### config.mk
export PLATFORM = sky130hd
export DESIGN_NAME = lsu
export DESIGN_NICKNAME = d
export VERILOG_FILES = /design/src/rtl/lsu.sv
export SDC_FILE = /design/constraint.sdc
export NUM_CORES = 1
export LEC_CHECK = 0
export BUFFER_PORTS_ARGS = -buffer_cell sky130_fd_sc_hd__clkbuf_2
export CAP_MARGIN = 10
export CORE_AREA = 2 2 79 81
export CTS_BUF_LIST = sky130_fd_sc_hd__clkbuf_8
export DETAILED_ROUTE_END_ITERATION = 16
export DIE_AREA = 0 0 81 83
export PLACE_DENSITY = 0.79
export SYNTH_ARGS = -nofsm -noshare
export SYNTH_HDL_FRONTEND = slang
export SYNTH_SLANG_ARGS = --single-unit
### constraint.sdc
create_clock -name clk_i -period 1.8 [get_ports clk_i]
set_input_delay 0.54 -clock clk_i [delete_from_list [all_inputs] [get_ports clk_i]]
set_output_delay 0.54 -clock clk_i [all_outputs]
set_load 0.02 [all_outputs]
### src/rtl/lsu.sv
// ============================================================================
// Module      : lsu
// Description : Load/store unit. Turns core load/store requests into single
//               memory transactions and extends the returned read data.
// Revision    : 1.0 - initial release
// ============================================================================
`default_nettype none

module lsu (
  input  logic        clk_i,
  input  logic        rst_ni,
  input  logic        core_req_i,
  input  logic        core_we_i,
  input  logic [2:0]  core_size_i,
  input  logic [31:0] core_addr_i,
  input  logic [31:0] core_wd_i,
  output logic [31:0] core_rd_o,
  output logic        core_stall_o,
  output logic        core_misalign_o,
  output logic        mem_req_o,
  output logic        mem_we_o,
  output logic [3:0]  mem_be_o,
  output logic [31:0] mem_addr_o,
  output logic [31:0] mem_wd_o,
  input  logic [31:0] mem_rd_i,
  input  logic        mem_ready_i
);

  localparam logic [2:0] LDST_B  = 3'd0;
  localparam logic [2:0] LDST_H  = 3'd1;
  localparam logic [2:0] LDST_W  = 3'd2;
  localparam logic [2:0] LDST_BU = 3'd4;
  localparam logic [2:0] LDST_HU = 3'd5;

  typedef enum logic [0:0] {
    S_IDLE = 1'b0,
    S_WAIT = 1'b1
  } state_e;

  state_e      state_q, state_d;
  logic [2:0]  size_q, size_d;
  logic [1:0]  off_q, off_d;
  logic        we_q, we_d;

  logic        legal;
  logic [3:0]  be;
  logic [31:0] wd;
  logic [31:0] rd_shift;
  logic [7:0]  rd_byte;
  logic [15:0] rd_half;
  logic [31:0] rd_ext;
  logic        req_d, stall_d, mis_d;
  logic [31:0] rd_d;

  // Request decode from the live inputs: legality, lane enables, replication.
  always_comb begin
    legal = 1'b0;
    be    = 4'b0000;
    wd    = core_wd_i;
    case (core_size_i)
      LDST_B, LDST_BU: begin
        legal = 1'b1;
        be    = 4'b0001 << core_addr_i[1:0];
        wd    = {4{core_wd_i[7:0]}};
      end
      LDST_H, LDST_HU: begin
        legal = ~core_addr_i[0];
        be    = core_addr_i[1] ? 4'b1100 : 4'b0011;
        wd    = {2{core_wd_i[15:0]}};
      end
      LDST_W: begin
        legal = (core_addr_i[1:0] == 2'b00);
        be    = 4'b1111;
      end
      default: ;
    endcase
  end

  // Read extraction uses the size/offset captured at issue time.
  always_comb begin
    rd_shift = mem_rd_i >> {off_q, 3'b000};
    rd_byte  = rd_shift[7:0];
    rd_half  = off_q[1] ? mem_rd_i[31:16] : mem_rd_i[15:0];
    case (size_q)
      LDST_B:  rd_ext = {{24{rd_byte[7]}}, rd_byte};
      LDST_BU: rd_ext = {24'h000000, rd_byte};
      LDST_H:  rd_ext = {{16{rd_half[15]}}, rd_half};
      LDST_HU: rd_ext = {16'h0000, rd_half};
      default: rd_ext = mem_rd_i;
    endcase
  end

  always_ff @(posedge clk_i or negedge rst_ni) begin
    if (!rst_ni) begin
      state_q <= S_IDLE;
      size_q  <= 3'd0;
      off_q   <= 2'd0;
      we_q    <= 1'b0;
    end else begin
      state_q <= state_d;
      size_q  <= size_d;
      off_q   <= off_d;
      we_q    <= we_d;
    end
  end

  always_comb begin
    state_d = state_q;
    size_d  = size_q;
    off_d   = off_q;
    we_d    = we_q;
    req_d   = 1'b0;
    stall_d = 1'b0;
    mis_d   = 1'b0;
    rd_d    = 32'h0;
    case (state_q)
      S_IDLE: begin
        if (core_req_i) begin
          if (legal) begin
            req_d   = 1'b1;
            stall_d = 1'b1;
            size_d  = core_size_i;
            off_d   = core_addr_i[1:0];
            we_d    = core_we_i;
            state_d = S_WAIT;
          end else begin
            mis_d = 1'b1;
          end
        end
      end
      S_WAIT: begin
        stall_d = ~mem_ready_i;
        if (mem_ready_i) begin
          rd_d    = we_q ? 32'h0 : rd_ext;
          state_d = S_IDLE;
        end
      end
      default: state_d = S_IDLE;
    endcase
  end

  // Reset must silence the handshake outputs at once, even with a request held.
  assign mem_req_o       = req_d & rst_ni;
  assign core_stall_o    = stall_d & rst_ni;
  assign core_misalign_o = mis_d & rst_ni;
  assign core_rd_o       = rst_ni ? rd_d : 32'h0;

  assign mem_we_o   = core_we_i;
  assign mem_be_o   = be;
  assign mem_wd_o   = wd;
  assign mem_addr_o = core_addr_i;

endmodule

`default_nettype wire

==> PnR_summary.wiki, run 1 <==
{| class="wikitable"
! Metric !! Value
|-
| Run status || finished with violations
|-
| Violations in the final reports || negative setup slack
|-
| Number of max-capacitance violations reported || 0
|-
| First-pass GRT wire length || 12210 microns
|-
| Final design instance area without fill || 3829 sq um
|-
| Number of register bits inferred by synthesis || 7
|-
| Ys Warns || 0
|-
| I/O pin total || 208
|-
| Number of global-route vias before repair || 2557
|-
| Leak Pwr || 1.791 nW
|-
| Pin count of the biggest net entering global routing || 16
|-
| Switching share of total power || 45.96%
|-
| Final Cycle Share || 126.2%
|-
| Port-buffer cells || 147
|-
| Drt pass-1 iters || 4
|-
| Global route total overflow || 0
|-
| Placer congestion estimate || 0.8470
|-
| Total number of H-tree levels || 1
|-
| Floorplan die area || 6723 sq um
|-
| Multi-input gate area || 1838 sq um
|-
| Setup repair after global routing missed its margin || true
|-
| Overall via count from detail_route || 2422
|-
| Number of DRC markers in iteration 0 || 55
|-
| Fraction of layout instances using a drive strength above 1 || 78.96%
|-
| Number of non-filler instances in the completed layout || 460
|-
| Commonest non-fill, non-tap cell in the layout || sky130_fd_sc_hd__clkbuf_2
|-
| Worst slew pin tran || 0.4096 ns
|-
| Antenna Diode Count || 0
|-
| Storage cell area || 176.4 sq um
|-
| Synth Net Count || 337
|-
| Power density over the cells || 576.4 nW/um^2
|-
| Effective utilization at floorplan || 30.72%
|-
| Clk buf depth || 2
|-
| Detailed-routing wirelength on met1 || 2921 microns
|-
| Final hold vios || 0
|-
| WL per Instance || 18.25 microns
|-
| HPWL after DPL || 5817 microns
|-
| VDD IR-drop max || 0.3280 mV
|-
| Total count of max-transition violations in the final report || 0
|-
| Post-synthesis instance area || 1787 sq um
|-
| DP Area || 2928 sq um
|-
| Placed Instances || 445
|-
| Sequential area share after synthesis || 9.804%
|-
| Critical Path AT || 1.73 ns
|-
| WS Path Type || reg2out
|-
| Stage delay of the slowest cell on the critical path || 0.47 ns
|-
| Clock transition at the registers of the reported paths || 0.04 ns
|-
| Number of distinct library cells after synthesis || 31
|-
| Shortest period the worst path allows || 2.272 ns
|-
| Clock buffers created by TritonCTS || 3
|-
| Master cell of the clock root buffer || sky130_fd_sc_hd__clkbuf_8
|-
| Slowest CP cell || sky130_fd_sc_hd__dfrtp_2
|-
| Count of buffering cells on the critical path with inverters included || 2
|-
| CP Capture Type || primary output
|-
| Cell type contributing the most total cell area after synthesis || sky130_fd_sc_hd__buf_4
|-
| Headroom to the max-slew limit || 72.66%
|-
| Vertical die dimension || 83 microns
|-
| Routed length on met2 || 4426 microns
|-
| Max Clock Skew || 0.001800 ns
|-
| Number of clock sinks seen by CTS || 7
|-
| Fraction of power consumed by combinational cells || 79.1%
|-
| Setup violations, final || 62
|-
| Highest clock rate || 440.2 MHz
|-
| Setup tns final || -16.68 ns
|-
| Data required time of the worst path || 1.26 ns
|-
| Net switching power || 1.014 mW
|-
| Antenna Nets Post-Route || 0
|-
| Top fanout value on the critical path || 7
|-
| Clock latency reported for the late side of the worst-skew pair || 0.22 ns
|-
| Crit path cell chain || buf_4 -> mux2i_4 -> mux2i_1 -> o221a_2 -> clkbuf_2
|-
| Dominant cells by area after synthesis || sky130_fd_sc_hd__buf_4, sky130_fd_sc_hd__mux2_2, sky130_fd_sc_hd__mux2i_1
|-
| Number of instances in the synthesized netlist || 233
|-
| Area Overhead vs Synth || 114.3%
|-
| Minimum setup slack in the final design || -0.4717 ns
|-
| Overall Power || 2.207 mW
|-
| Number of antenna violations at the first check in global routing || 0
|-
| DR top layer || met4
|-
| CP delay by family, top || flip-flops
|-
| Floorplan core area || 5816 sq um
|-
| Met3 Wirelength || 714 microns
|-
| Final Net Count || 490
|-
| Clock power share || 9.8%
|-
| Commonest cells after routing, fill and taps aside || sky130_fd_sc_hd__clkbuf_2, sky130_fd_sc_hd__buf_4, sky130_fd_sc_hd__nand2_1, sky130_fd_sc_hd__buf_8, sky130_fd_sc_hd__buf_6
|-
| Proportion of power drawn by flip-flops and latches || 11.1%
|-
| Average cell area after synthesis || 7.668 sq um
|-
| Fillers || 409
|-
| Total internal power || 1.193 mW
|-
| Drt total wl || 8397 microns
|-
| Startpoint types || flop
|-
| Total track usage || 22.76%
|-
| Area fraction of the dominant cell type after synthesis || 17.65%
|-
| Width of the die || 81 microns
|-
| Min-delay worst type || in2async
|-
| DRC Markers || 0
|-
| Worst-case setup slack after placement || -0.3831 ns
|-
| Clock tree from TritonCTS || done
|-
| Post-DR vias/cell || 5.265
|-
| Cell Rows || 28
|}
flip-flops by register name, indices dropped and copies added, names as in the netlist:
signal,flops
off_q,2
state_q,1
we_q,1
size_q,3
layer usage:
layer	global-route usage [%]	vias up
met5	0	-
met4	11.56	0
met1	22.80	1124
met3	4.891	32
li1	-	1116
met2	42.60	150
kinds of logic after synthesis:
| logic type | after synthesis | share of synthesized area (%) |
|---|---|---|
| flops | 7 | 9.804 |
| compound gates | 57 | 21.64 |
| simple gates | 62 | 18.00 |
| mux | 47 | 28.71 |
| buf+inv | 60 | 21.85 |
per-stage QoR:
| stage | utilization [%] | hold WS, ns |
|---|---|---|
| floorplan | - | 0.2444 |
| detailed placement | 50.34 | 0.4866 |
| CTS | 62.48 | 0.2469 |
| global route | 65.83 | 0.2592 |
| global placement | 50.34 | 0.4737 |
| finish | 65.83 | 0.2488 |
power groups by stage:
stage / Clock, mW / Combinational [mW] / Sequential [mW]
floorplan: 0 / 0.996 / 0.224
global placement: 0 / 1.37 / 0.241
detailed placement: 0 / 1.40 / 0.242
CTS: 0.222 / 1.64 / 0.242
global route: 0.239 / 1.84 / 0.248
finish: 0.217 / 1.75 / 0.245
cells in the mapped netlist:
| library cell | n |
|---|---|
| sky130_fd_sc_hd__a21oi_1 | 4 |
| sky130_fd_sc_hd__o31ai_4 | 1 |
| sky130_fd_sc_hd__nor2_2 | 1 |
| sky130_fd_sc_hd__and3_1 | 1 |
| sky130_fd_sc_hd__buf_4 | 42 |
| sky130_fd_sc_hd__mux4_2 | 1 |
| sky130_fd_sc_hd__o21ai_0 | 18 |
| sky130_fd_sc_hd__nand3_1 | 1 |
| sky130_fd_sc_hd__a211oi_1 | 1 |
| sky130_fd_sc_hd__nand2_1 | 26 |
| sky130_fd_sc_hd__buf_2 | 6 |
| sky130_fd_sc_hd__nor2b_1 | 9 |
| sky130_fd_sc_hd__nand2b_1 | 10 |
| sky130_fd_sc_hd__dfrtp_1 | 7 |
| sky130_fd_sc_hd__nand3b_1 | 1 |
| sky130_fd_sc_hd__or3b_2 | 1 |
| sky130_fd_sc_hd__nor3b_1 | 1 |
| sky130_fd_sc_hd__mux2_2 | 24 |
| sky130_fd_sc_hd__nor2_1 | 6 |
| sky130_fd_sc_hd__nand4b_1 | 1 |
| sky130_fd_sc_hd__a31oi_1 | 22 |
| sky130_fd_sc_hd__inv_1 | 3 |
| sky130_fd_sc_hd__clkbuf_1 | 9 |
| sky130_fd_sc_hd__a21boi_0 | 1 |
| sky130_fd_sc_hd__o31ai_1 | 2 |
| sky130_fd_sc_hd__o221a_2 | 7 |
| sky130_fd_sc_hd__and4b_1 | 1 |
| sky130_fd_sc_hd__nor4_2 | 1 |
| sky130_fd_sc_hd__nor3_1 | 2 |
| sky130_fd_sc_hd__a2111oi_0 | 1 |
| sky130_fd_sc_hd__mux2i_1 | 22 |
repair_timing:
action | in CTS | in global routing
setup endpoints to repair | 63 | 63
cloned | 3 | 1
hold buffers | 0 | 0
resized for setup | 130 | 88
setup buffers | 6 | 3
pin swaps | 11 | 17
final cells by class:
type	count	area share (%)
sequential	7	4.608
clock buffer	3	1.078
clock inverter	1	0.1307
timing repair buffer	203	43.43
inverter	3	0.2941
multi-input combinational	168	48.01
tap	75	2.451
path summary, 6_finish.rpt:
kind	cells past startpoint	slack [ns]	from	end
min in group clk_i	1	0.54	we_q	we_q
setup reg to reg	5	0.41	state_q	off_q[0]
hold reg to reg	1	0.54	we_q	we_q
setup / recovery	5	-0.47	off_q[1]	core_rd_o[1]
hold / removal	2	0.25	rst_ni	state_q
max in group asynchronous	2	1.41	rst_ni	off_q[1]
worst reg2reg max path, cell delays in order, from the launching register on:
cell	delay, ns
sky130_fd_sc_hd__dfrtp_1	0.38
sky130_fd_sc_hd__buf_4	0.14
sky130_fd_sc_hd__nor2b_2	0.19
sky130_fd_sc_hd__o31ai_4	0.11
sky130_fd_sc_hd__buf_4	0.18
sky130_fd_sc_hd__mux2_2	0.27
(Power assumes the default switching activity.)
==> run 2, diff against run 1 <==
--- a/config.mk
+++ b/config.mk
@@ -7,11 +7,11 @@
 export LEC_CHECK = 0
 export BUFFER_PORTS_ARGS = -buffer_cell sky130_fd_sc_hd__clkbuf_2
 export CAP_MARGIN = 10
-export CORE_AREA = 2 2 79 81
+export CORE_MARGIN = 2
+export CORE_UTILIZATION = 31
 export CTS_BUF_LIST = sky130_fd_sc_hd__clkbuf_8
 export DETAILED_ROUTE_END_ITERATION = 16
-export DIE_AREA = 0 0 81 83
-export PLACE_DENSITY = 0.79
+export PLACE_DENSITY = 0.8
 export SYNTH_ARGS = -nofsm -noshare
 export SYNTH_HDL_FRONTEND = slang
 export SYNTH_SLANG_ARGS = --single-unit
==> run 2 against run 1 <==
The flow still finishes with violations (negative setup slack). Total power up 1.3%. Count of clock-buffer cells in the layout unchanged. Wire length down 6.6%. Final cell count down 1.7%. Register-to-register slack better by 0.08 ns. Sequential share of layout area about the same. Critical path depth down 1. Die area down 5.0%. Via count up 0.25%.
==> PnR_summary.wiki, run 2 (same netlist as run 1, synthesis figures left out) <==
{| class="wikitable"
! Metric !! Value
|-
| Run status || finished with violations
|-
| Violations in the final reports || negative setup slack
|-
| Width of the die || 79.92 microns
|-
| Vertical die dimension || 79.92 microns
|-
| Startpoint of the lowest-slack register-to-register path || state_q
|-
| Power density over the cells || 579.9 nW/um^2
|-
| Stage delay of the slowest cell on the critical path || 0.61 ns
|-
| Number of max-capacitance violations reported || 0
|-
| DRC Markers || 0
|-
| Max Clock Skew || 0.007019 ns
|-
| Total internal power || 1.211 mW
|-
| Drt total wl || 7840 microns
|-
| Min-delay worst type || in2async
|-
| Critical Path AT || 1.70 ns
|-
| Highest clock rate || 447.3 MHz
|-
| Crit path cell chain || mux4_2 -> nand2_4 -> a31oi_4 -> buf_6
|-
| Clock tree from TritonCTS || done
|-
| Fraction of layout instances using a drive strength above 1 || 77.89%
|-
| Clock transition at the registers of the reported paths || 0.04 ns
|-
| Clock power share || 9.3%
|-
| Pin count of the biggest net entering global routing || 19
|-
| Master cell of the clock root buffer || sky130_fd_sc_hd__clkbuf_8
|-
| Floorplan core area || 5540 sq um
|-
| Data required time of the worst path || 1.26 ns
|-
| Clock latency reported for the late side of the worst-skew pair || 0.22 ns
|-
| Clock buffers created by TritonCTS || 3
|-
| Storage cell area || 176.4 sq um
|-
| Number of non-filler instances in the completed layout || 452
|-
| Cell Rows || 27
|-
| Setup violations, final || 59
|-
| Number of global-route vias before repair || 2481
|-
| Commonest cells after routing, fill and taps aside || sky130_fd_sc_hd__clkbuf_2, sky130_fd_sc_hd__buf_4, sky130_fd_sc_hd__buf_8
|-
| I/O pin total || 208
|-
| WS Path Type || reg2out
|-
| Switching share of total power || 45.80%
|-
| Headroom to the max-slew limit || 74.49%
|-
| HPWL after DPL || 5845 microns
|-
| VDD IR-drop max || 0.3109 mV
|-
| WL per Instance || 17.35 microns
|-
| Antenna Diode Count || 0
|-
| Final hold vios || 0
|-
| Hold-fix buffer count after cts || 0
|-
| Top fanout value on the critical path || 5
|-
| Shortest period the worst path allows || 2.235 ns
|-
| Effective utilization at floorplan || 32.25%
|-
| Total track usage || 23.54%
|-
| Placer congestion estimate || 0.8193
|-
| Fraction of power consumed by combinational cells || 79.9%
|-
| Placed Instances || 441
|-
| Overall Power || 2.235 mW
|-
| Global route total overflow || 0
|-
| Fillers || 386
|-
| Drt pass-1 iters || 4
|-
| Port-buffer cells || 147
|-
| Floorplan die area || 6387 sq um
|-
| Antenna Nets Post-Route || 0
|-
| First-pass GRT wire length || 11890 microns
|-
| Net switching power || 1.024 mW
|-
| Commonest non-fill, non-tap cell in the layout || sky130_fd_sc_hd__clkbuf_2
|-
| Final Cycle Share || 124.2%
|-
| Leak Pwr || 1.781 nW
|-
| Startpoint types || flop
|-
| Biggest register || size_q
|-
| Final Net Count || 485
|-
| Worst-case setup slack after placement || -0.3700 ns
|-
| Number of clock sinks seen by CTS || 7
|-
| Largest registers || size_q: 3 flops, off_q: 2 flops
|-
| R2r endpoint || off_q[0]
|-
| Core Util, Final || 69.56%
|-
| Minimum setup slack in the final design || -0.4355 ns
|-
| Total count of max-transition violations in the final report || 0
|-
| Slowest CP cell || sky130_fd_sc_hd__mux4_2
|-
| Proportion of power drawn by flip-flops and latches || 10.7%
|-
| Post-DR vias/cell || 5.372
|-
| Cell count of the worst reg-to-reg path || 4
|-
| Clk buf depth || 2
|-
| Worst slew pin tran || 0.3786 ns
|-
| Number of antenna violations at the first check in global routing || 0
|-
| Area Overhead vs Synth || 115.7%
|-
| CP Capture Type || primary output
|-
| Total number of H-tree levels || 1
|-
| Multi-input gate area || 1807 sq um
|-
| Number of DRC markers in iteration 0 || 49
|-
| Overall via count from detail_route || 2428
|-
| R2r setup slk || 0.49 ns
|-
| Setup repair after global routing missed its margin || true
|-
| Largest register FFs || 3
|}
[run 2: changes by cell type in the layout (fill, tap and decap cells not counted), sizes merged]
cell    previous run  this run
buf               96        92
inv                3         4
clkbuf           109       110
nor2               8         7
clkinv             1         0
bufbuf             1         0
[run 2: through the flow]
stage | area [sq um] | setup TNS, ns | hold slack [ns]
floorplan | 2151 | -3.277 | 0.2444
global placement | 2967 | -15.84 | 0.4752
detailed placement | 2967 | -16.82 | 0.4880
CTS | 3704 | -15.28 | 0.2501
global route | 3854 | -17.00 | 0.2642
finish | 3854 | -14.93 | 0.2471
[run 2: power groups by stage]
stage / Sequential [mW] / Combinational (mW) / Clock [mW]
floorplan: 0.224 / 0.996 / 0
global placement: 0.236 / 1.39 / 0
detailed placement: 0.240 / 1.41 / 0
CTS: 0.240 / 1.70 / 0.212
global route: 0.244 / 1.88 / 0.222
finish: 0.240 / 1.79 / 0.209
[run 2: how the worst max path moves through the flow]
stage,start,to,cells after the start
floorplan,mem_ready_i,core_rd_o[27],3
global placement,mem_rd_i[31],core_rd_o[10],5
detailed placement,mem_rd_i[31],core_rd_o[13],5
CTS,off_q[1],core_rd_o[14],4
global route,off_q[1],core_rd_o[8],4
finish,off_q[1],core_rd_o[8],4
[run 2: final cells by class]
cell class                      instances  share of cell area (%)
Multi-Input combinational cell        167                   46.88
Tap cell                               72                   2.338
Timing Repair Buffer                  199                   44.74
Inverter                                3                  0.2922
Clock inverter                          1                 0.09740
Sequential cell                         7                   4.578
Clock buffer                            3                   1.071
[run 2: critical path: cells and delay by family (launching register included)]
| kind | cells | cell delay (ns) |
|---|---|---|
| flip-flops | 1 | 0.44 |
| AND/OR/NAND/NOR | 1 | 0.18 |
| buffers and inverters | 1 | 0.14 |
| AO/OA/AOI/OAI | 1 | 0.10 |
| multiplexers | 1 | 0.61 |
[run 2: what timing repair did]
action                     CTS  global route
gates resized for setup    136            91
gates cloned                 4             0
pin swaps                   15            12
setup endpoints to repair   63            63
setup buffers                3             5
[run 2: routing by layer]
layer | global-route usage [%] | share of wire, % | vias up
met5 | 0 | 0 | -
met4 | 9.322 | 3.2 | 0
met3 | 4.186 | 6.6 | 24
met2 | 47.25 | 54 | 146
met1 | 23.28 | 36 | 1154
li1 | - | - | 1104
==> run 3, diff against run 2 <==
--- a/config.mk
+++ b/config.mk
@@ -7,8 +7,10 @@
 export LEC_CHECK = 0
 export BUFFER_PORTS_ARGS = -buffer_cell sky130_fd_sc_hd__clkbuf_2
 export CAP_MARGIN = 10
+export CELL_PAD_IN_SITES_DETAIL_PLACEMENT = 0
+export CELL_PAD_IN_SITES_GLOBAL_PLACEMENT = 2
 export CORE_MARGIN = 2
-export CORE_UTILIZATION = 31
+export CORE_UTILIZATION = 14
 export CTS_BUF_LIST = sky130_fd_sc_hd__clkbuf_8
 export DETAILED_ROUTE_END_ITERATION = 16
 export PLACE_DENSITY = 0.8
==> run 3 against run 2 <==
The run still ends with negative setup slack left. Global-route usage decreased by 12 points. Maximum frequency decreased by 0.44%. Register-to-register slack got worse by 0.07 ns. Non-clock buffer count increased by 14. Cell area increased by 2.9%. Flip-flop and latch count unchanged. Total power decreased by 0.45%. Final cell count increased by 25%. Critical path depth unchanged. Sequential power increased by 2%. Combinational power about the same. Worst setup slack got worse by 0.0099 ns. Largest power group unchanged.
==> PnR_summary.wiki, run 3 (same netlist as run 1, synthesis figures left out) <==
{| class="wikitable"
! Metric !! Value
|-
| Setup violations, final || 63
|-
| Clock buffers created by TritonCTS || 3
|-
| Clock transition at the registers of the reported paths || 0.04 ns
|-
| Startpoint types || flop
|-
| Crit path cell chain || mux4_2 -> nand2_4 -> a31oi_4 -> clkbuf_2
|-
| Hold-fix buffer count after cts || 0
|-
| Number of non-filler instances in the completed layout || 566
|-
| Slowest CP cell || sky130_fd_sc_hd__mux4_2
|-
| Fraction of layout instances using a drive strength above 1 || 76.14%
|-
| Clock tree from TritonCTS || done
|-
| Final hold vios || 0
|-
| Commonest cells after routing, fill and taps aside || sky130_fd_sc_hd__clkbuf_2, sky130_fd_sc_hd__buf_4, sky130_fd_sc_hd__nand2_1
|-
| Final Cycle Share || 124.7%
|-
| Clock latency reported for the late side of the worst-skew pair || 0.22 ns
|-
| CP delay by family, top || multiplexers
|-
| Data required time of the worst path || 1.26 ns
|-
| Floorplan core area || 12520 sq um
|-
| VDD IR-drop max || 0.1782 mV
|-
| First-pass GRT wire length || 12460 microns
|-
| Power density over the cells || 561.1 nW/um^2
|-
| Placed Instances || 550
|-
| Number of max-capacitance violations reported || 0
|-
| Width of the die || 117.0 microns
|-
| Min-delay worst type || in2async
|-
| Master cell of the clock root buffer || sky130_fd_sc_hd__clkbuf_8
|-
| Setup repair after global routing missed its margin || true
|-
| Drt total wl || 8500 microns
|-
| Run status || finished with violations
|-
| Number of DRC markers in iteration 0 || 63
|-
| Number of clock sinks seen by CTS || 7
|-
| Pin count of the biggest net entering global routing || 16
|-
| CP Capture Type || primary output
|-
| Drt pass-1 iters || 4
|-
| Vertical die dimension || 117.0 microns
|-
| Number of global-route vias before repair || 2441
|-
| Worst slew pin tran || 0.4713 ns
|-
| HPWL after DPL || 6562 microns
|-
| Largest registers || size_q: 3 flops, off_q: 2 flops
|-
| Top fanout value on the critical path || 8
|-
| Fillers || 1314
|-
| Antenna Nets Post-Route || 0
|-
| WS Path Type || reg2out
|-
| Post-DR vias/cell || 4.155
|-
| Total count of max-transition violations in the final report || 0
|-
| Stage delay of the slowest cell on the critical path || 0.62 ns
|-
| I/O pin total || 208
|-
| WL per Instance || 15.02 microns
|-
| Leak Pwr || 1.843 nW
|-
| Biggest register || size_q
|-
| Area Overhead vs Synth || 121.9%
|-
| Count of buffering cells on the critical path with inverters included || 1
|-
| DRC Markers || 0
|-
| Core Util, Final || 31.68%
|-
| Commonest non-fill, non-tap cell in the layout || sky130_fd_sc_hd__clkbuf_2
|-
| Overall Power || 2.225 mW
|-
| Clk buf depth || 2
|-
| Violations in the final reports || negative setup slack
|-
| Effective utilization at floorplan || 14.27%
|-
| Setup tns final || -16.94 ns
|-
| Antenna Diode Count || 0
|-
| Port-buffer cells || 147
|-
| Total track usage || 11.68%
|-
| Largest register FFs || 3
|-
| Number of antenna violations at the first check in global routing || 0
|-
| Global route total overflow || 0
|-
| Overall via count from detail_route || 2352
|-
| Highest clock rate || 445.4 MHz
|-
| Max Clock Skew || 0.001749 ns
|-
| Cell Rows || 41
|-
| Shortest period the worst path allows || 2.245 ns
|-
| Critical Path AT || 1.71 ns
|-
| Total number of H-tree levels || 1
|-
| Floorplan die area || 13680 sq um
|-
| Placer congestion estimate || 0.8426
|-
| Headroom to the max-slew limit || 68.25%
|-
| Minimum setup slack in the final design || -0.4454 ns
|-
| Final Net Count || 499
|}
[run 3: what timing repair did]
item | CTS | global route
buffers inserted | 5 | 4
pin swaps | 12 | 13
resized for setup | 115 | 72
gates cloned | 3 | 1
setup endpoints to repair | 63 | 63
[run 3: cell type report]
type                            count  area [sq um]  share of cell area (%)
Clock buffer                        3         41.29                   1.041
Clock inverter                      1         3.754                 0.09467
Timing Repair Buffer              213          1795                   45.28
Inverter                            3         11.26                  0.2840
Multi-Input combinational cell    167          1722                   43.42
Tap cell                          172         215.2                   5.428
Sequential cell                     7         176.4                   4.449
[run 3: power breakdown]
group	total [mW]	internal, mW	leakage (nW)	switching, mW
registers	0.244	0.200	0.0822	0.0439
clock network	0.210	0.147	0.0269	0.0631
logic	1.77	0.873	1.73	0.898
[run 3: through the flow]
step           hold WS [ns]  setup WS (ns)  cell area [sq um]
2_1_floorplan        0.2444        -0.1655               2151
3_3_place_gp         0.4930        -0.3573               3159
3_5_place_dp         0.4962        -0.3914               3159
4_1_cts              0.2559        -0.4800               3781
5_1_grt              0.2686        -0.5109               3965
6_report             0.2607        -0.4454               3965
[run 3: final timing paths]
kind / start / to / slack (ns) / depth (start not counted)
setup / recovery: off_q[1] / core_rd_o[14] / -0.45 / 4
hold / removal: rst_ni / off_q[0] / 0.26 / 2
setup reg to reg: state_q / size_q[1] / 0.42 / 4
hold reg to reg: we_q / we_q / 0.53 / 1
max in group asynchronous: rst_ni / off_q[1] / 1.41 / 2
min in group clk_i: we_q / we_q / 0.53 / 1
[run 3: routing by layer]
layer | track usage [%] | share of wire, %
met4 | 3.294 | 1.4
met5 | 0 | 0
met2 | 22.89 | 51
met1 | 13.07 | 39
met3 | 1.545 | 8.3
[run 3: worst reg2reg max path: stages, from the launching register on]
cell and delay, ns:
sky130_fd_sc_hd__dfrtp_1 0.40, sky130_fd_sc_hd__nor2b_1 0.28, sky130_fd_sc_hd__o31ai_4 0.13, sky130_fd_sc_hd__buf_4 0.18, sky130_fd_sc_hd__mux2_2 0.27
